==> config.mk <==
export PLATFORM = sky130hd
export DESIGN_NAME = memory_stage_lsu
export DESIGN_NICKNAME = d
export VERILOG_FILES = /design/src/rtl/memory_stage_lsu.sv
export SDC_FILE = /design/constraint.sdc
export NUM_CORES = 1
export LEC_CHECK = 0
export ABC_AREA = 1
export CORE_MARGIN = 2
export CORE_UTILIZATION = 47
export CTS_BUF_LIST = sky130_fd_sc_hd__clkbuf_4 sky130_fd_sc_hd__clkbuf_8
export DETAILED_ROUTE_END_ITERATION = 8
export GPL_TIMING_DRIVEN = 0
export PLACE_DENSITY = 0.8
export SLEW_MARGIN = 20
export SYNTH_ARGS = -nofsm -noshare
export SYNTH_HDL_FRONTEND = slang
export SYNTH_SLANG_ARGS = --single-unit
==> constraint.sdc <==
create_clock -name clock -period 11.89 [get_ports clock]
set_input_delay 1.189 -clock clock [delete_from_list [all_inputs] [get_ports clock]]
set_output_delay 1.189 -clock clock [all_outputs]
set_load 0.05 [all_outputs]
==> src/rtl/memory_stage_lsu.sv <==
// ----------------------------------------------------------------------------
// memory_stage_lsu
//   Memory (M) pipeline stage. Turns the registered M-stage controls into a
//   single-outstanding req/ready bus access with byte/halfword/word
//   formatting. It holds the front of the pipe with StallM while the bus is
//   slow, abandons an access after TIMEOUT_CYCLES wait cycles, and registers
//   the results into the W pipeline register.
//
// Ports
//   clock, reset            rising-edge clock, async active-high reset
//   RegWriteM .. ALU_ResultM M-stage controls, store data, effective address
//   mem_req/we/addr/wdata/wstrb  bus request (addr word aligned, data
//                            replicated across lanes, strobes select bytes)
//   mem_rdata, mem_ready     bus response, rdata valid while ready is high
//   StallM                   freeze F/D/E/M registers this cycle
//   RegWriteW .. BusErrW     W pipeline register outputs
// ----------------------------------------------------------------------------
module memory_stage_lsu #(
    parameter int TIMEOUT_CYCLES = 16,
    parameter int CNT_W          = 5
) (
    input  logic        clock,
    input  logic        reset,
    input  logic        RegWriteM,
    input  logic        MemWriteM,
    input  logic [1:0]  ResultSrcM,
    input  logic [2:0]  Funct3M,
    input  logic [4:0]  RD_M,
    input  logic [31:0] PCPlus4M,
    input  logic [31:0] WriteDataM,
    input  logic [31:0] ALU_ResultM,
    output logic        mem_req,
    output logic        mem_we,
    output logic [31:0] mem_addr,
    output logic [31:0] mem_wdata,
    output logic [3:0]  mem_wstrb,
    input  logic [31:0] mem_rdata,
    input  logic        mem_ready,
    output logic        StallM,
    output logic        RegWriteW,
    output logic [1:0]  ResultSrcW,
    output logic [4:0]  RD_W,
    output logic [31:0] PCPlus4W,
    output logic [31:0] ALU_ResultW,
    output logic [31:0] ReadDataW,
    output logic        MisalignW,
    output logic        BusErrW
);

    typedef enum logic {IDLE = 1'b0, WAIT = 1'b1} state_t;

    // Copy of the request taken when the bus does not answer in the first
    // cycle; WAIT drives the bus only from this copy.
    typedef struct packed {
        logic        we;
        logic [2:0]  funct3;
        logic [1:0]  off;
        logic [29:0] word;
        logic [31:0] wdata;
        logic [3:0]  wstrb;
    } acc_t;

    state_t            state, state_nxt;
    logic [CNT_W-1:0]  cnt, cnt_nxt;
    acc_t              lat, lat_nxt;

    logic [1:0]  off;
    logic        access, size_h, size_w, misaligned, go;
    logic [3:0]  fmt_strb;
    logic [31:0] fmt_wdata;
    logic        timeout_hit, done, cur_we, misalign_cap;
    logic [2:0]  cur_f3;
    logic [1:0]  cur_off;
    logic [31:0] load_data;

    // ------------------------------------------------------------------
    // Decode of the live M-stage instruction
    // ------------------------------------------------------------------
    assign off        = ALU_ResultM[1:0];
    assign access     = MemWriteM | (ResultSrcM == 2'b01);
    assign size_h     = (Funct3M[1:0] == 2'b01);
    assign size_w     = (Funct3M[1:0] == 2'b10);
    assign misaligned = access & ((size_h & off[0]) | (size_w & (off != 2'b00)));
    assign go         = access & ~misaligned;

    // Store lane formatting: replicate the datum across lanes, the strobes
    // pick the bytes that are actually written.
    always_comb begin
        fmt_strb  = 4'b1111;
        fmt_wdata = WriteDataM;
        case (Funct3M[1:0])
            2'b00: begin
                fmt_strb  = 4'b0001 << off;
                fmt_wdata = {4{WriteDataM[7:0]}};
            end
            2'b01: begin
                fmt_strb  = 4'b0011 << off;
                fmt_wdata = {2{WriteDataM[15:0]}};
            end
            default: ;
        endcase
    end

    // Load formatting: lane select by address offset, then extend.
    function automatic logic [31:0] load_fmt(input logic [31:0] d,
                                             input logic [2:0]  f3,
                                             input logic [1:0]  o);
        logic [7:0]  b;
        logic [15:0] h;
        case (o)
            2'b00:   b = d[7:0];
            2'b01:   b = d[15:8];
            2'b10:   b = d[23:16];
            default: b = d[31:24];
        endcase
        h = o[1] ? d[31:16] : d[15:0];
        case (f3)
            3'b000:  load_fmt = {{24{b[7]}}, b};
            3'b001:  load_fmt = {{16{h[15]}}, h};
            3'b100:  load_fmt = {24'b0, b};
            3'b101:  load_fmt = {16'b0, h};
            default: load_fmt = d;
        endcase
    endfunction

    // Context of the access completing this cycle: live inputs in IDLE,
    // the latched copy in WAIT.
    assign cur_we    = (state == WAIT) ? lat.we     : MemWriteM;
    assign cur_f3    = (state == WAIT) ? lat.funct3 : Funct3M;
    assign cur_off   = (state == WAIT) ? lat.off    : off;
    assign load_data = load_fmt(mem_rdata, cur_f3, cur_off);

    // A late mem_ready on the last wait cycle still wins over the timeout.
    assign timeout_hit  = (state == WAIT) & ~mem_ready &
                          (cnt == CNT_W'(TIMEOUT_CYCLES));
    assign misalign_cap = (state == IDLE) & misaligned;

    // ------------------------------------------------------------------
    // FSM: state register
    // ------------------------------------------------------------------
    always_ff @(posedge clock or posedge reset) begin
        if (reset) begin
            state <= IDLE;
            cnt   <= '0;
            lat   <= '0;
        end else begin
            state <= state_nxt;
            cnt   <= cnt_nxt;
            lat   <= lat_nxt;
        end
    end

    // ------------------------------------------------------------------
    // FSM: next state
    // ------------------------------------------------------------------
    always_comb begin
        state_nxt = state;
        cnt_nxt   = cnt;
        lat_nxt   = lat;
        case (state)
            IDLE: begin
                if (go && !mem_ready) begin
                    state_nxt = WAIT;
                    cnt_nxt   = CNT_W'(1);
                    lat_nxt   = '{we:     MemWriteM,
                                  funct3: Funct3M,
                                  off:    off,
                                  word:   ALU_ResultM[31:2],
                                  wdata:  fmt_wdata,
                                  wstrb:  fmt_strb};
                end
            end
            WAIT: begin
                if (mem_ready || timeout_hit) begin
                    state_nxt = IDLE;
                    cnt_nxt   = '0;
                end else begin
                    cnt_nxt = cnt + CNT_W'(1);
                end
            end
            default: begin
                state_nxt = IDLE;
                cnt_nxt   = '0;
            end
        endcase
    end

    // ------------------------------------------------------------------
    // FSM: outputs
    // ------------------------------------------------------------------
    always_comb begin
        mem_req   = 1'b0;
        mem_we    = 1'b0;
        mem_wstrb = 4'b0000;
        mem_addr  = {ALU_ResultM[31:2], 2'b00};
        mem_wdata = fmt_wdata;
        StallM    = 1'b0;
        done      = 1'b0;
        case (state)
            IDLE: begin
                if (go) begin
                    mem_req   = 1'b1;
                    mem_we    = MemWriteM;
                    mem_wstrb = MemWriteM ? fmt_strb : 4'b0000;
                    StallM    = ~mem_ready;
                    done      = mem_ready;
                end
            end
            WAIT: begin
                mem_req   = 1'b1;
                mem_we    = lat.we;
                mem_wstrb = lat.we ? lat.wstrb : 4'b0000;
                mem_addr  = {lat.word, 2'b00};
                mem_wdata = lat.wdata;
                StallM    = ~(mem_ready | timeout_hit);
                done      = mem_ready;
            end
            default: ;
        endcase
        // Bus and hazard outputs go quiet for the whole reset pulse, even
        // before the state register has been cleared by it.
        if (reset) begin
            mem_req   = 1'b0;
            mem_we    = 1'b0;
            mem_wstrb = 4'b0000;
            StallM    = 1'b0;
            done      = 1'b0;
        end
    end

    // ------------------------------------------------------------------
    // W pipeline register. A stalled cycle inserts a bubble; ReadDataW only
    // moves when a load actually completes.
    // ------------------------------------------------------------------
    always_ff @(posedge clock or posedge reset) begin
        if (reset) begin
            RegWriteW   <= 1'b0;
            ResultSrcW  <= 2'b00;
            RD_W        <= 5'd0;
            PCPlus4W    <= 32'd0;
            ALU_ResultW <= 32'd0;
            ReadDataW   <= 32'd0;
            MisalignW   <= 1'b0;
            BusErrW     <= 1'b0;
        end else if (StallM) begin
            RegWriteW <= 1'b0;
            MisalignW <= 1'b0;
            BusErrW   <= 1'b0;
        end else begin
            RegWriteW   <= RegWriteM & ~misalign_cap & ~timeout_hit;
            ResultSrcW  <= ResultSrcM;
            RD_W        <= RD_M;
            PCPlus4W    <= PCPlus4M;
            ALU_ResultW <= ALU_ResultM;
            if (done && !cur_we)
                ReadDataW <= load_data;
            MisalignW   <= misalign_cap;
            BusErrW     <= timeout_hit;
        end
    end

endmodule

==> metrics.yaml <==
status:
  status: "complete, no violations"
worst_setup_path:
  worstPathMaxFanout: 55
  cpMostUsedCell: "clkdlybuf4s50_1"
  crit_slowest_cell: "clkdlybuf4s50_1"
  critPathBufInv: 5
  crit_chain: "clkdlybuf4s50_1 -> inv_2 -> clkbuf_4 -> buf_16 -> o21a_1 -> clkdlybuf4s50_1"
  worst_setup_path_start_kind: "primary input"
  critPathMaxStageDelay_ns: 0.83
  cp.required_ns: 10.70
  worstSetupPathType: "primary input to primary output"
  crit_start: "reset"
  crit_path_end_kind: "primary output"
  critPathTopFamily: "buffers and inverters"
  arrival_ns: 4.11
  r2r_start: "cnt[0]$_DFFE_PP0P_"
routing:
  met1_length_mm: 12.71
  drc_errors: 0
  wl_met2_mm: 14.48
  drt_iter0_drc: 662
  ant_nets: 0
  route.met3.wl_mm: 2.185
  via_count: 9566
  via_per_inst: 5.083
  wl_per_cell_um: 16.07
  routed.top_layer: "met4"
  first_pass_iters: 5
  wirelength_mm: 30.25
finish:
  final_core_util_pct: 68.50
  antenna_cells: 0
  syn2layout_area_growth_pct: 42.60
  final_cell_area_mm2: 0.01333
  drive_above_1_share_pct: 6.184
  stdcell_count: 1882
  nets: 1749
power_and_ir_drop:
  finalPower_mw: 2.352
  peakVddDrop_mv: 0.08487
  power.density_mw_per_mm2: 176.4
  total_leakage_power_nw: 6.620
place:
  place_area_mm2: 0.01294
  dpl.hpwl_mm: 22.97
  place_inst: 1850
  dpl_worst_slack_ns: 6.545
  io_buffers: 317
  place_congestion: 0.9074
clocking:
  clkLatencyLatePin_ns: 0.47
  ctsHoldBuffers: 0
  cts_resized: 0
  postCtsSetupBuffers: 0
  numCtsBuffers: 17
  cts_root_buf: "clkbuf_8"
  htreeDepth: 4
  clockBufferDepth: 2
  tritoncts: "yes"
  cts_sinks: 184
  clk_pin_slew_ns: 0.10
timing:
  fmax_mhz: 188.6
  rsz0062_at_grt: "false"
  setup_tns_ns: 0
  slew_headroom_pct: 54.41
  timing.final.crit_share_pct: 44.60
  whs_ns: 0.4901
  final_hold_viol_count: 0
  finalClockSkew_ns: 0.01685
  fin_crit_ns: 5.303
  setup_slack_ns: 6.587
  tightest_slew_ns: 0.6839
  finalSetupViolations: 0
  slew_violations: 0
synth:
  synth_cells: 1264
  synth-edff-count: 0
  avgSynthCellArea_um2: 7.396
  synth_area_leader_cell: "dfrtp_1"
  yosysUniqueCellTypes: 33
  async_reset_ff_share_pct: 100.0
  synth_area_mm2: 0.009349
  yosysTopAreaCellShare_pct: 49.25
  synth_common_cells: "nand2_1, dfrtp_1, o21ai_0"
  yosysWarningCount: 0
  netlist_top_cells_area: "dfrtp_1, nand2_1, o21ai_0, inv_1, nand3_1"
  yosysSeqAreaShare_pct: 49.25
  ys_ff_latch: 184
  yosysMostFrequentCell: "nand2_1"
  yosys_most_used_dff: "dfrtp_1"
grt:
  grt_max_degree: 56
  grt_remaining_overflow: 0
  grt_usage_pct: 28.71
  grt_pass1_wl_mm: 48.50
  grt_pass1_vias: 9269
  antenna_found_initial: 0
worst_hold_path:
  worstHoldStart: "ReadDataW[7]$_DFFE_PP0P_"
  min_path_type: "flop to flop"
die:
  floorplan.core_area_mm2: 0.01946
  initial_core_util_pct: 48.04
  die_h_um: 145.0
  dieArea_mm2: 0.02104
  die_w_um: 145.0
  fp-row-count: 51
  ios: 320
job:
  drv_cap: 0
==> placed cells by master, fill, tap and decap left out, types with 4 or more instances in the layout <==
cell / synthesis / final
o21ai_1: 7 / 7
clkbuf_1: 23 / 22
inv_6: 0 / 4
buf_6: 10 / 10
buf_1: 7 / 7
clkbuf_8: 0 / 17
inv_1: 137 / 137
o21ai_0: 153 / 153
nand2_4: 4 / 4
dfrtp_1: 184 / 184
o211ai_1: 8 / 8
nand2_1: 484 / 484
clkdlybuf4s50_1: 0 / 317
nor2_1: 53 / 53
a21oi_1: 16 / 16
inv_2: 5 / 5
nand3_1: 102 / 102
buf_4: 6 / 6
buf_2: 26 / 26
inv_8: 0 / 5
nand4_1: 16 / 16
==> where the power goes <==
group / switching (mW) / internal (mW)
clock network: 0.264 / 0.158
logic: 0.739 / 0.357
registers: 0.0724 / 0.762
==> registers in the layout, summed over array words and instances, names as in the netlist <==
register,count
MisalignW,1
lat,72
ResultSrcW,2
RegWriteW,1
BusErrW,1
ReadDataW,32
PCPlus4W,32
ALU_ResultW,32
RD_W,5
state,1
cnt,5
==> worst min-delay path, stage by stage (launching register included) <==
cell and delay, ns:
dfrtp_1 0.36, nand2_1 0.05, nand2_1 0.06
==> metal layers <==
metal | global-route usage, % | vias up
met5 | 0 | -
met4 | 10.99 | 0
met3 | 5.535 | 54
met2 | 47.36 | 382
met1 | 37.64 | 4484
li1 | - | 4646
==> cell families after synthesis <==
group	Yosys count	share of synthesized area (%)
and+or+nand+nor	674	29.97
buffers and inverters	215	10.05
AOI/OAI and AO/OA	186	10.24
DFF	184	49.25
xor gates and xnor gates	2	0.1874
adders and majority gates	2	0.2676
other	1	0.04011
==> path summary, 6_finish.rpt <==
| check | end | slack (ns) | cells after the start |
|---|---|---|---|
| worst max-delay path | mem_we | 6.59 | 6 |
| worst min-delay path | ReadDataW[7]$_DFFE_PP0P_ | 0.49 | 2 |
| worst max register to register | PCPlus4W[5]$_DFFE_PP0N_ | 10.04 | 9 |
| worst min register to register | ReadDataW[7]$_DFFE_PP0P_ | 0.49 | 2 |
| max in group asynchronous | RD_W[1]$_DFFE_PP0N_ | 9.44 | 4 |
| min in group asynchronous | lat[64]$_DFFE_PP0P_ | 1.77 | 3 |
==> final cells by class <==
type                            instances  area [µm²]
Clock buffer                           17       234.0
Sequential cell                       184        4604
Tap cell                              265       331.6
Timing Repair Buffer                  320        3256
Clock inverter                         15       153.9
Multi-Input combinational cell        866        3809
Fill cell                            1653        6131
Buffer                                 72       404.1
Inverter                              143       539.3
Note: power is estimated with default switching activity, not from simulation.
